===== src/rtl/wb_port_arbiter_if.sv =====
// Register-file writeback port bundle: two requesters (A = pipeline, B = long-latency unit)
// plus the registered write port that drives the register file.
interface wb_port_arbiter_if #(
  parameter int DATA_W = 64
);
  logic              a_valid;
  logic [4:0]        a_addr;
  logic [DATA_W-1:0] a_data;
  logic              a_ready;

  logic              b_valid;
  logic [4:0]        b_addr;
  logic [DATA_W-1:0] b_data;
  logic              b_ready;

  logic              wr_en;
  logic              wr_sel;
  logic [4:0]        wr_addr;
  logic [DATA_W-1:0] wr_data;
  logic              boost;

  modport master (
    output a_valid, a_addr, a_data,
    input  a_ready,
    output b_valid, b_addr, b_data,
    input  b_ready,
    input  wr_en, wr_sel, wr_addr, wr_data, boost
  );

  modport slave (
    input  a_valid, a_addr, a_data,
    output a_ready,
    input  b_valid, b_addr, b_data,
    output b_ready,
    output wr_en, wr_sel, wr_addr, wr_data, boost
  );
endinterface


===== src/rtl/wb_port_arbiter.sv =====
// Two-requester register-file write port arbiter: A normally wins, B is boosted to priority
// for one cycle after losing STARVE_MAX consecutive cycles. Writes leave one cycle after grant.
module wb_port_arbiter #(
  parameter int DATA_W     = 64,
  parameter int STARVE_MAX = 4
) (
  input  logic             clk,
  input  logic             reset_n,
  wb_port_arbiter_if.slave bus
);

  typedef enum logic {
    NORM  = 1'b0,
    BOOST = 1'b1
  } state_t;

  localparam logic [4:0] XZR_ADDR   = 5'd31;
  localparam logic [3:0] STARVE_LIM = 4'(STARVE_MAX);

  state_t            state, state_nxt;
  logic [3:0]        starve_cnt, starve_nxt, starve_inc;
  logic              a_rdy, b_rdy;
  logic              a_xfer, b_xfer;
  logic              win_sel;
  logic [4:0]        win_addr;
  logic [DATA_W-1:0] win_data;

  // Readys depend only on state and the opposing valid; both are held low during reset.
  always_comb begin
    a_rdy = 1'b0;
    b_rdy = 1'b0;
    if (reset_n) begin
      if (state == BOOST) begin
        b_rdy = 1'b1;
        a_rdy = !bus.b_valid;
      end else begin
        a_rdy = 1'b1;
        b_rdy = !bus.a_valid;
      end
    end
  end

  assign a_xfer      = bus.a_valid && a_rdy;
  assign b_xfer      = bus.b_valid && b_rdy;
  assign bus.a_ready = a_rdy;
  assign bus.b_ready = b_rdy;
  assign bus.boost   = (state == BOOST);

  always_comb begin
    win_sel  = b_xfer;
    win_addr = b_xfer ? bus.b_addr : bus.a_addr;
    win_data = b_xfer ? bus.b_data : bus.a_data;
  end

  // BOOST always lasts a single cycle: B is either granted or has gone away.
  always_comb begin
    state_nxt  = state;
    starve_nxt = starve_cnt;
    starve_inc = starve_cnt + 4'd1;
    if (state == BOOST) begin
      starve_nxt = 4'd0;
      if (b_xfer || !bus.b_valid) begin
        state_nxt = NORM;
      end
    end else if (b_xfer) begin
      starve_nxt = 4'd0;
    end else if (bus.b_valid) begin
      if (starve_inc == STARVE_LIM) begin
        state_nxt  = BOOST;
        starve_nxt = 4'd0;
      end else begin
        starve_nxt = starve_inc;
      end
    end
  end

  always_ff @(posedge clk or negedge reset_n) begin
    if (!reset_n) begin
      state      <= NORM;
      starve_cnt <= 4'd0;
    end else begin
      state      <= state_nxt;
      starve_cnt <= starve_nxt;
    end
  end

  // Register 31 is hard-zero: the transfer is still captured but the write enable is suppressed.
  always_ff @(posedge clk or negedge reset_n) begin
    if (!reset_n) begin
      bus.wr_en   <= 1'b0;
      bus.wr_sel  <= 1'b0;
      bus.wr_addr <= 5'd0;
      bus.wr_data <= '0;
    end else begin
      bus.wr_en <= 1'b0;
      if (a_xfer || b_xfer) begin
        bus.wr_en   <= (win_addr != XZR_ADDR);
        bus.wr_sel  <= win_sel;
        bus.wr_addr <= win_addr;
        bus.wr_data <= win_data;
      end
    end
  end

endmodule


===== src/flat_wrapper.sv =====
// flat-port wrapper written by rule: the top's interface ports become plain ports
module wb_port_arbiter_flat 
#(
  parameter int DATA_W     = 64,
  parameter int STARVE_MAX = 4
)
  (clk, reset_n, bus_a_valid, bus_a_addr, bus_a_data, bus_a_ready, bus_b_valid, bus_b_addr, bus_b_data, bus_b_ready, bus_wr_en, bus_wr_sel, bus_wr_addr, bus_wr_data, bus_boost);
  wb_port_arbiter_if #(.DATA_W(DATA_W)) bus_i ();
  input  logic clk;
  input  logic reset_n;
  input wire logic [$bits(bus_i.a_valid)-1:0] bus_a_valid;
  input wire logic [$bits(bus_i.a_addr)-1:0] bus_a_addr;
  input wire logic [$bits(bus_i.a_data)-1:0] bus_a_data;
  output wire logic [$bits(bus_i.a_ready)-1:0] bus_a_ready;
  input wire logic [$bits(bus_i.b_valid)-1:0] bus_b_valid;
  input wire logic [$bits(bus_i.b_addr)-1:0] bus_b_addr;
  input wire logic [$bits(bus_i.b_data)-1:0] bus_b_data;
  output wire logic [$bits(bus_i.b_ready)-1:0] bus_b_ready;
  output wire logic [$bits(bus_i.wr_en)-1:0] bus_wr_en;
  output wire logic [$bits(bus_i.wr_sel)-1:0] bus_wr_sel;
  output wire logic [$bits(bus_i.wr_addr)-1:0] bus_wr_addr;
  output wire logic [$bits(bus_i.wr_data)-1:0] bus_wr_data;
  output wire logic [$bits(bus_i.boost)-1:0] bus_boost;
  assign bus_i.a_valid = bus_a_valid;
  assign bus_i.a_addr = bus_a_addr;
  assign bus_i.a_data = bus_a_data;
  assign bus_a_ready = bus_i.a_ready;
  assign bus_i.b_valid = bus_b_valid;
  assign bus_i.b_addr = bus_b_addr;
  assign bus_i.b_data = bus_b_data;
  assign bus_b_ready = bus_i.b_ready;
  assign bus_wr_en = bus_i.wr_en;
  assign bus_wr_sel = bus_i.wr_sel;
  assign bus_wr_addr = bus_i.wr_addr;
  assign bus_wr_data = bus_i.wr_data;
  assign bus_boost = bus_i.boost;
  wb_port_arbiter #(.DATA_W(DATA_W), .STARVE_MAX(STARVE_MAX)) u_core (.clk(clk), .reset_n(reset_n), .bus(bus_i));
endmodule

===== config.mk =====
export PLATFORM = sky130hd
export DESIGN_NAME = wb_port_arbiter_flat
export DESIGN_NICKNAME = d
export VERILOG_FILES = /design/src/rtl/wb_port_arbiter_if.sv /design/src/rtl/wb_port_arbiter.sv /design/src/flat_wrapper.sv
export SDC_FILE = /design/constraint.sdc
export NUM_CORES = 1
export LEC_CHECK = 0
export CAP_MARGIN = 40
export CORE_MARGIN = 2
export CORE_UTILIZATION = 34
export CTS_CLUSTER_SIZE = 14
export DETAILED_ROUTE_END_ITERATION = 7
export PLACE_DENSITY = 0.77
export REMOVE_ABC_BUFFERS = 1
export SKIP_LAST_GASP = 1
export SYNTH_ARGS = -nofsm -noshare
export SYNTH_HDL_FRONTEND = slang
export SYNTH_SLANG_ARGS = --single-unit

===== constraint.sdc =====
create_clock -name clk -period 1.5 [get_ports clk]
set_clock_uncertainty 0.05 [all_clocks]
set_input_delay 0.15 -clock clk [delete_from_list [all_inputs] [get_ports clk]]
set_output_delay 0.15 -clock clk [all_outputs]
set_load 0.02 [all_outputs]

# After elaboration in Yosys (flattened, before gate mapping)
# Index checks and enable logic that the tools add are counted.
dict set report classes {
  addsub 1
  n_eq_ne 2
  mux 16
  n_reduce_logical 7
}
# operator n
set ops {}
lappend ops {{$mux 64} 1}
lappend ops {{$mux 4} 4}
lappend ops {{$mux 1} 10}
lappend ops {{$mux 5} 1}
lappend ops {{$ne 5x5->1 const B} 1}
lappend ops {{$add 4x1->4 const B} 1}
lappend ops {{$eq 4x3->1 const B} 1}
lappend ops {{$reduce_bool 3->1} 1}
lappend ops {{$logic_and 1x1->1} 2}
lappend ops {{$logic_not 1->1} 2}
lappend ops {{$logic_or 1x1->1} 2}
dict set report word_totals {
  regBits 76
  in_bits 142
  output_inout_bits 74
  word_cells 32
}

# Longest topological paths before layout
# Gate-level depths: netlist of the first run.
dict set report logic_depth {
  word_depth 7
  depth_mapped 6
  ltp_nobuf 5
}

# Worst setup path before layout of the first run
# Ideal clock, no wire load.
dict set report synth_path {
  kind {reg-to-reg}
  from {register u_core.state, in the netlist u_core.bus.boost}
  to {register u_core.bus.wr_data[10]}
  setup_time_ps 132
  arrival_time_ps 1372
  t_required_ps 1318
  slack_ps -55
  stages_incl_launch_ff 7
  cell_sequence {dfrtp_1 nor2b_2 nand3b_1 buf_6 buf_8 mux2i_1 o21ai_1}
}
dict set report synth_between {
  elab_chain_cells 4
}
# element line
set synth_lines {}
lappend synth_lines {{start, declared} wb_port_arbiter.sv:20} ;# state_t state, state_nxt;
lappend synth_lines {{start signal, assigned} wb_port_arbiter.sv:82} ;# state <= state_nxt;
lappend synth_lines {{$mux 1} wb_port_arbiter.sv:33} ;# if (state == BOOST) begin
lappend synth_lines {{$mux 1} wb_port_arbiter.sv:32} ;# if (reset_n) begin
lappend synth_lines {{$logic_and 1x1->1 (on tied branches)} {wb_port_arbiter.sv:44, wb_port_arbiter.sv:43}}
lappend synth_lines {{$mux 64 or $logic_or 1x1->1 (tied branches)} {wb_port_arbiter.sv:52, wb_port_arbiter.sv:96}}
lappend synth_lines {{end signal, assigned} wb_port_arbiter.sv:100} ;# bus.wr_data <= win_data;
lappend synth_lines {{end, declared} wb_port_arbiter_if.sv:35} ;# output wr_en, wr_sel, wr_addr, wr_data, boost
# Parallel ways exist; a longest one is shown, timed or not.
# A chain may end at the register's enable or synchronous reset.

# Final worst setup path of the first run
dict set report layout_path {
  from {register u_core.state, in the netlist u_core.bus.boost}
  to {register u_core.bus.wr_data[16]}
}
# Same word-level chain as after synthesis.

==> impl_metrics.yaml, run 1 <==
clock_tree:
  clock_sinks: 76
  cts_tree: "yes"
  cts_buffers: 9
  clk_pin_slew_worst_paths_ns: 0.08
  cts_buffer_depth: 2
  root_buffer: "clkbuf_8"
  cts.htree.levels: 3
  clock_latency_ns: 0.34
yosys:
  synth_top_area_share_pct: 52.5
  synthesis.area_um2: 3620
  ys_seq_elements: 76
  synth.distinct_cells: 29
  ys.flop_type: "dfrtp_1"
  yosysTopAreaCell: "dfrtp_1"
  synth_cells: 343
  synth.most_common_cell: "dfrtp_1"
  yosysWarningCount: 0
  async_reset_ff_share_pct: 100
  ys_seq_area_share_pct: 52.5
  ys_top_cells_by_count: "dfrtp_1, nand2_1, mux2i_1, o21ai_1, clkbuf_1"
  synth-edff-count: 0
  synth_area_per_cell_um2: 10.6
  synth_area_leaders: "dfrtp_1, mux2i_1, o21ai_1"
critical_path:
  startpoint_type: "register"
  reg2regPathDepth: 7
  worstPathMaxFanout: 5
  cp_data_required_time_ns: 1.67
  max_stage_delay_ns: 0.40
  arrival_ns: 1.76
  cp_cell_sequence: "nor2b_2 > nand3b_1 > buf_6 > buf_12 > clkbuf_16 > mux2i_1 > o21ai_1"
  slowest_stage: "dfrtp_1"
  worstSetupPathType: "register to register"
  end_kind: "register"
timing:
  tightest_slew_ns: 0.496
  hold_viol_final: 0
  setup_viol: 66
  rsz0062_at_grt: "yes"
  finalSetupTns_ns: -2.63
  whs_ns: 0.126
  slew_viol_final: 0
  relSlewSlack_pct: 67.0
  fin_crit_ns: 1.59
  layout_worst_path_cycle_share_pct: 106
  fin_ws_ns: -0.0879
  timing.fmax_ghz: 0.630
floorplan:
  rows: 37
  core_um2: 10300
  io_pins: 216
  die-area_um2: 11500
  die_x_um: 107
  initial_core_util_pct: 35.1
  die_y_um: 107
detailed_routing:
  avgViaCountPerCell: 4.75
  drtAntennaViolNets: 0
  drc: 0
  drt_iter0_markers: 118
  dr_total_vias: 3417
  drt-total-wl_um: 11900
  wl_per_cell_um: 16.6
  dr.pass1.iters: 4
placement:
  dp_hpwl_um: 8180
  port_buffers: 215
  routabilityCongestion: 0.738
  post-place-ws_ns: -0.479
final_layout:
  antenna_cells: 0
  synthToLayoutAreaGrowth_pct: 79.4
  fillCellCount: 856
  fin_nets: 722
  drive_gt1_share_pct: 12.5
  final_util_pct: 62.9
global_route:
  grt_pass1_vias: 3450
  grt_pass1_wl_um: 17000
  antenna_found_initial: 0
  grt_max_degree: 80
  grt_remaining_overflow: 0
  grt_usage_pct: 19.1
run_status:
  violations: "negative setup slack"
  outcome: "complete, but fails checks"
pwr:
  p_total_mw: 6.33
  power_density_nw_per_um2: 974
  p_leak_nw: 3.28
  max-vdd-ir-drop_mv: 0.568
worst_hold_path:
  hp-class: "primary input to register"
  hold_depth: 4
job:
  drv_cap: 0
## metal layers
metal / vias to the layer above / share of wire (%) / global-route usage [%]
li1: 1666 / - / -
met1: 1589 / 38 / 21.2
met2: 154 / 53 / 34.9
met3: 8 / 8.6 / 6.38
met4: 0 / 0.86 / 4.55
met5: - / 0 / 0
## kinds of logic after synthesis
| family | after synthesis | synth area share (%) |
|---|---|---|
| XOR/XNOR | 1 | 0.242 |
| AND/OR/NAND/NOR | 88 | 9.95 |
| flip-flops | 76 | 52.5 |
| multiplexers | 70 | 19.4 |
| buffers and inverters | 26 | 5.25 |
| adder cells (fa/ha/maj) | 2 | 0.691 |
| AO/OA/AOI/OAI | 80 | 12.0 |
## flip-flops by register name (all words and copies together), names as in the netlist
register / count
u_core.bus.wr_data: 64
u_core.bus.wr_addr: 5
u_core.starve_cnt: 4
u_core.bus.boost: 1
u_core.bus.wr_en: 1
u_core.bus.wr_sel: 1
## repair_timing
item                                   4_1_cts  5_1_grt
setup endpoints to repair                  143       80
pin swaps                                    4        3
setup buffers                                7        4
cloned                                       3        5
endpoints found under the hold margin       76        0
gates resized for setup                     89       32
hold buffers                                 1        0
## layout make-up
type / instances / area [µm²] / area share, %
repair buffers: 247 / 2550 / 39.3
flip-flops and latches: 76 / 1900 / 29.3
multi-input cells: 241 / 1650 / 25.3
well taps: 136 / 170 / 2.62
clock buffers: 10 / 128 / 1.96
clock inverters: 6 / 88.8 / 1.37
inverters: 3 / 11.3 / 0.173
## layout by cell type, fill, tap and decap left out, types with 3 or more instances in the layout
cell / n
mux2i_1: 60
buf_16: 4
buf_4: 13
o21ai_0: 6
clkdlybuf4s50_1: 140
clkbuf_8: 9
nor2_1: 4
dlymetal6s2s_1: 4
mux2i_2: 7
dlygate4sd2_1: 68
dfrtp_1: 76
buf_6: 6
nand2_1: 73
inv_1: 3
clkbuf_16: 4
buf_12: 5
o21ai_1: 64
## critical path, delay by kind of cell (launching register included)
kind	cells	cell delay, ns
compound gates	1	0.07
simple gates	2	0.29
flops	1	0.40
mux	1	0.21
buf+inv	3	0.46
## report_power, final
part | total (mW) | leakage [nW] | internal, mW | switching [mW]
clock | 1.70 | 0.102 | 0.938 | 0.761
sequential | 2.52 | 0.937 | 2.34 | 0.178
combinational | 2.12 | 2.24 | 1.08 | 1.03
## metrics by stage
step           cells  instance area (µm²)
5_1_grt          719                 6500
3_5_place_dp     683                 5910
6_report         719                 6500
4_1_cts          710                 6250
3_3_place_gp     683                 5910
2_1_floorplan    320                 3440
## worst paths after layout
kind	from	slack (ns)	end
hold / removal	reset_n	0.13	u_core.bus.wr_data[16]$_DFFE_PN0P_
min in group asynchronous	reset_n	0.51	u_core.starve_cnt[2]$_DFFE_PN0P_
setup reg to reg	u_core.bus.boost$_DFF_PN0_	-0.09	u_core.bus.wr_data[16]$_DFFE_PN0P_
max in group asynchronous	reset_n	0.54	u_core.bus.wr_data[54]$_DFFE_PN0P_
setup / recovery	u_core.bus.boost$_DFF_PN0_	-0.09	u_core.bus.wr_data[16]$_DFFE_PN0P_
hold reg to reg	u_core.bus.wr_data[39]$_DFFE_PN0P_	0.43	u_core.bus.wr_data[39]$_DFFE_PN0P_
Power figures use the tool's default switching activity.
==> run 2, diff against run 1 <==
MAX_ROUTING_LAYER = met4   (was unset)
SLEW_MARGIN = 40   (was unset)
==> run 2 against run 1 <==
  * The run still ends with negative setup slack left
  * Critical path depth stayed put
  * Clock-buffer cell count stayed put
  * Non-clock buffer count stayed put
  * Sequential share of layout area stayed put
  * Total power hardly changed
  * Hold slack better by 0.0038 ns
  * Largest cell class unchanged
  * Highest routed layer unchanged
==> impl_metrics.yaml, run 2 (synthesis results as in run 1) <==
clock_tree:
  root_buffer: "clkbuf_8"
  cts.htree.levels: 3
  clock_sinks: 76
  cts_buffer_depth: 2
  cts_buffers: 9
  clk_pin_slew_worst_paths_ns: 0.08
  clock_latency_ns: 0.33
  cts_tree: "yes"
run_status:
  outcome: "complete, but fails checks"
  violations: "negative setup slack"
worst_hold_path:
  hp-class: "primary input to register"
critical_path:
  end_kind: "register"
  arrival_ns: 1.76
  worstPathMaxFanout: 5
  worstSetupPathType: "register to register"
  cp_data_required_time_ns: 1.67
  startpoint_type: "register"
floorplan:
  die_x_um: 107
  die-area_um2: 11500
  core_um2: 10300
  rows: 37
  initial_core_util_pct: 35.1
  die_y_um: 107
  io_pins: 216
pwr:
  max-vdd-ir-drop_mv: 0.569
  power.clock.fraction_pct: 26.8
  p_int_mw: 4.36
  p_switching_mw: 1.97
  switching_share_pct: 31.1
  p_comb_share_pct: 33.4
  seqPwrFrac_pct: 39.8
  power_density_nw_per_um2: 974
  p_leak_nw: 3.28
global_route:
  grt_remaining_overflow: 0
  use_met1_pct: 21.9
  use_met2_pct: 34.9
  grt_pass1_wl_um: 17000
  grt_usage_pct: 19.6
  antenna_found_initial: 0
  grt_pass1_vias: 3450
  grt_max_degree: 80
  grt-busiest-layer: "met2"
  met3_usage_pct: 4.56
timing:
  fin_crit_ns: 1.59
  relSlewSlack_pct: 67.1
  fin_ws_ns: -0.0879
  layout_worst_path_cycle_share_pct: 106
  whs_ns: 0.130
  timing.fmax_ghz: 0.630
  slew_viol_final: 0
  setup_viol: 66
  hold_viol_final: 0
  tightest_slew_ns: 0.494
  rsz0062_at_grt: "yes"
detailed_routing:
  dr_total_vias: 3412
  avgViaCountPerCell: 4.75
  drt-total-wl_um: 11900
  dr.pass1.iters: 4
  drt_iter0_markers: 133
  drc: 0
  drtAntennaViolNets: 0
  wl_per_cell_um: 16.5
placement:
  dp_hpwl_um: 8180
  post-place-ws_ns: -0.479
  routabilityCongestion: 0.747
  port_buffers: 215
final_layout:
  synthToLayoutAreaGrowth_pct: 79.4
  reg.largest.list: "u_core.bus.wr_data (64), u_core.bus.wr_addr (5), u_core.starve_cnt (4)"
  layout_commonest_cell: "clkdlybuf4s50_1"
  antenna_cells: 0
  regMostFlops: "u_core.bus.wr_data"
  final_cell_mix: "clkdlybuf4s50_1, dfrtp_1, nand2_1"
  largest_reg_flops: 64
  drive_gt1_share_pct: 12.5
  final_util_pct: 62.9
  fin_nets: 722
job:
  drv_cap: 0
## run 2: cell counts in the layout (fill, tap and decap cells not counted)
Identical to the previous run, type by type.
## run 2: worst max-delay path: stages (launching register included)
cell,delay (ns)
dfrtp_1,0.39
nor2b_2,0.13
nand3b_1,0.16
buf_6,0.18
buf_12,0.13
clkbuf_16,0.14
mux2i_1,0.21
o21ai_1,0.07
## run 2: what timing repair did
| action | in CTS | in global routing |
|---|---|---|
| gates resized for setup | 89 | 32 |
| pin swaps | 4 | 3 |
| hold endpoints to repair | 76 | 0 |
| setup buffers | 7 | 4 |
| hold buffers | 1 | 0 |
| cloned | 3 | 5 |
| endpoints found under the setup margin | 143 | 80 |
## run 2: final timing paths
kind / startpoint / end / slack [ns] / cells past startpoint
setup / recovery: u_core.bus.boost$_DFF_PN0_ / u_core.bus.wr_data[16]$_DFFE_PN0P_ / -0.09 / 7
hold / removal: reset_n / u_core.bus.wr_data[16]$_DFFE_PN0P_ / 0.13 / 4
setup reg to reg: u_core.bus.boost$_DFF_PN0_ / u_core.bus.wr_data[16]$_DFFE_PN0P_ / -0.09 / 7
hold reg to reg: u_core.bus.wr_data[39]$_DFFE_PN0P_ / u_core.bus.wr_data[39]$_DFFE_PN0P_ / 0.43 / 2
max in group asynchronous: reset_n / u_core.bus.wr_data[34]$_DFFE_PN0P_ / 0.53 / 3
min in group asynchronous: reset_n / u_core.starve_cnt[2]$_DFFE_PN0P_ / 0.51 / 3
## run 2: per-layer routing
| layer | share of wire, % | wire (µm) |
|---|---|---|
| met5 | 0 | 0 |
| met2 | 53 | 6240 |
| met1 | 38 | 4570 |
| met3 | 7.6 | 901 |
| met4 | 1.3 | 151 |
## run 2: power by group through the flow
stage	sequential [mW]	combinational, mW	clock, mW
6_report	2.52	2.11	1.70
5_1_grt	2.55	2.26	1.83
4_1_cts	2.51	2.01	1.75
3_5_place_dp	2.55	2.03	0
3_3_place_gp	2.53	1.98	0
2_1_floorplan	2.86	0.584	0
## run 2: final cells by class
class / count / area [µm²]
fillers: 856 / 3830
clock buffers: 10 / 128
inverters: 3 / 11.3
clock inverters: 6 / 88.8
flip-flops and latches: 76 / 1900
repair buffers: 247 / 2550
multi-input cells: 241 / 1650
well taps: 136 / 170
## run 2: metrics by stage
stage / TNS [ns] / power [mW] / std cells / instance area (µm²)
after floorplan: -183.22 / 3.44 / 320 / 3440
after global placement: -25.47 / 4.51 / 683 / 5910
after detailed placement: -28.47 / 4.58 / 683 / 5910
after CTS: -3.12 / 6.27 / 710 / 6250
after global routing: -7.33 / 6.64 / 719 / 6500
final: -2.51 / 6.33 / 719 / 6500
==> run 3, diff against run 2 <==
ABC_AREA = 1   (was unset)
CAP_MARGIN = unset   (was 40)
CORE_MARGIN = 5   (was 2)
CORE_UTILIZATION = 35   (was 34)
PLACE_DENSITY = 0.78   (was 0.77)
==> run 3 against run 2 <==
  * Hold slack better by 0.15 ns
  * Cell count up 12%
  * Flip-flop and latch count unchanged
  * Total power decreased by 0.97%
  * Global-route usage up 1.4 points
  * The flow still finishes with violations (negative setup slack)
  * Via count increased by 21%
==> impl_metrics.yaml, run 3 <==
run_status:
  outcome: "complete, but fails checks"
  violations: "negative setup slack"
placement:
  port_buffers: 215
  dp_hpwl_um: 9660
  routabilityCongestion: 0.861
detailed_routing:
  wl_per_cell_um: 17.3
  avgViaCountPerCell: 5.11
  dr.pass1.iters: 5
  drtAntennaViolNets: 0
  drt_iter0_markers: 345
  dr_total_vias: 4119
  drt-total-wl_um: 14000
  drc: 0
clock_tree:
  clock_latency_ns: 0.33
  clk_pin_slew_worst_paths_ns: 0.08
  clock_sinks: 76
  cts_tree: "yes"
  cts_buffers: 9
  root_buffer: "clkbuf_8"
  cts.htree.levels: 3
  cts_buffer_depth: 2
floorplan:
  die-area_um2: 13000
  die_x_um: 114
  rows: 38
  core_um2: 10700
  initial_core_util_pct: 35.4
  die_y_um: 114
  io_pins: 216
timing:
  hold_viol_final: 0
  setup_viol: 1
  tightest_slew_ns: 0.450
  fin_ws_ns: -0.00654
  slew_viol_final: 0
  rsz0062_at_grt: "yes"
  fin_crit_ns: 1.51
  relSlewSlack_pct: 70.0
  timing.fmax_ghz: 0.664
  layout_worst_path_cycle_share_pct: 100
  whs_ns: 0.279
global_route:
  grt_remaining_overflow: 0
  antenna_found_initial: 0
  grt_max_degree: 55
  grt_pass1_wl_um: 21100
  grt_pass1_vias: 4188
  grt_usage_pct: 21.0
yosys:
  ys_seq_elements: 76
  synth_area_per_cell_um2: 8.78
  synth.most_common_cell: "a21oi_1"
  synth_area_leaders: "dfrtp_1, a21oi_1, nor2_1"
  synth_top_area_share_pct: 50.2
  yosysWarningCount: 0
  ys.flop_type: "dfrtp_1"
  synth_cells: 431
  synth-edff-count: 0
  synthesis.area_um2: 3780
  ys_top_cells_by_count: "a21oi_1, dfrtp_1, nor2_1, nand3_1, nand2_1"
  async_reset_ff_share_pct: 100
  yosysTopAreaCell: "dfrtp_1"
  ys_seq_area_share_pct: 50.2
  synth.distinct_cells: 25
worst_hold_path:
  hp-class: "primary input to register"
final_layout:
  synthToLayoutAreaGrowth_pct: 70.7
  drive_gt1_share_pct: 14.3
  layout_commonest_cell: "clkdlybuf4s50_1"
  reg.largest.list: "u_core.bus.wr_data (64), u_core.bus.wr_addr (5), u_core.starve_cnt (4)"
  final_util_pct: 60.4
  fillCellCount: 933
  antenna_cells: 0
  final_cell_mix: "clkdlybuf4s50_1, a21oi_1, dfrtp_1"
  largest_reg_flops: 64
  fin_nets: 807
  regMostFlops: "u_core.bus.wr_data"
critical_path:
  worstPathMaxFanout: 4
  startpoint_type: "register"
  slowest_stage: "dfrtp_1"
  worstSetupPathType: "register to primary output"
  crit_path_frequent_cell: "nand2_4"
  crit_buf_inv: 4
  max_stage_delay_ns: 0.44
  cp_cell_sequence: "inv_2 > nand2_4 > nand2_4 > inv_6 > buf_12 > buf_8"
  cp_top_family: "flip-flops"
  arrival_ns: 1.31
  end_kind: "primary output"
  cp_data_required_time_ns: 1.30
pwr:
  max-vdd-ir-drop_mv: 0.501
  power_density_nw_per_um2: 970
  p_leak_nw: 2.68
job:
  drv_cap: 0
run 3: changes by cell type after synthesis, sizes merged, moves of 3 or more:
cell,delta
a31oi,+3
nor2b,-3
clkbuf,-9
mux2i,-69
nand3,+69
buf,+23
o21ai,-68
a21oi,+128
nand4,+3
nor2,+64
nand2,-48
inv,+3
run 3: per-stage QoR:
stage | power [mW] | cell area, µm² | cells | TNS, ns | setup slack (ns)
2_1_floorplan | 3.44 | 3540 | 394 | -89.37 | -1.31
3_3_place_gp | 4.69 | 6140 | 774 | -3.57 | -0.0998
3_5_place_dp | 4.75 | 6140 | 774 | -6.29 | -0.150
4_1_cts | 6.30 | 6380 | 800 | -0.0421 | -0.0213
5_1_grt | 6.63 | 6460 | 806 | -0.533 | -0.0795
6_report | 6.27 | 6460 | 806 | -0.00654 | -0.00654
run 3: cell type report:
type                            instances  area, µm²  share of cell area [%]
Clock buffer                            9        124                    1.92
Multi-Input combinational cell        313       1660                    25.7
Tap cell                              140        175                    2.71
Sequential cell                        76       1900                    29.4
Clock inverter                          5       78.8                    1.22
Inverter                                6       27.5                   0.426
Timing Repair Buffer                  257       2500                    38.6
run 3: tightest hold or removal path, delay by kind of cell:
kind	cells	cell delay (ns)
compound gates	1	0.04
buf+inv	2	0.35
simple gates	1	0.08
run 3: final timing paths:
kind | startpoint | end | slack, ns | depth (start not counted)
max in group asynchronous | reset_n | u_core.bus.wr_data[22]$_DFFE_PN0P_ | 0.54 | 4
setup reg to reg | u_core.bus.boost$_DFF_PN0_ | u_core.bus.wr_data[50]$_DFFE_PN0P_ | 0.01 | 8
hold reg to reg | u_core.bus.wr_sel$_DFFE_PN0P_ | u_core.bus.wr_sel$_DFFE_PN0P_ | 0.42 | 2
min in group asynchronous | reset_n | u_core.bus.wr_addr[0]$_DFFE_PN0P_ | 0.40 | 3
hold / removal | bus_b_valid | u_core.bus.boost$_DFF_PN0_ | 0.28 | 4
setup / recovery | u_core.bus.boost$_DFF_PN0_ | bus_b_ready | -0.007 | 6
run 3: what timing repair did:
action | in CTS | in global routing
resized for setup | 76 | 17
setup endpoints to repair | 73 | 67
hold buffers | 3 | 0
pin swaps | 1 | 3
endpoints found under the hold margin | 42 | 0
cloned | 1 | 2
buffers inserted | 8 | 5
run 3: report_power, final:
| group | total (mW) | switching (mW) | leakage (nW) | internal, mW |
|---|---|---|---|---|
| logic | 2.07 | 1.11 | 1.71 | 0.965 |
| registers | 2.55 | 0.197 | 0.863 | 2.35 |
| clock network | 1.64 | 0.724 | 0.105 | 0.916 |
| total | 6.27 | 2.03 | 2.68 | 4.23 |
run 3: layer usage:
layer / global-route usage, % / vias up / wire (µm)
li1: - / 1951 / -
met1: 25.9 / 1957 / 5870
met2: 34.8 / 193 / 6860
met3: 5.25 / 18 / 1050
met4: 5.07 / 0 / 197
met5: - / - / 0
run 3: kinds of logic (layout without fill, tap and decap cells):
| group | count (synthesis) | count (layout) | synth area share (%) |
|---|---|---|---|
| simple gates | 169 | 170 | 22.7 |
| flops | 76 | 76 | 50.2 |
| compound gates | 139 | 139 | 18.8 |
| buf+inv | 43 | 277 | 7.14 |
| xor+xnor | 2 | 2 | 0.463 |
| fa+ha+maj | 2 | 2 | 0.661 |
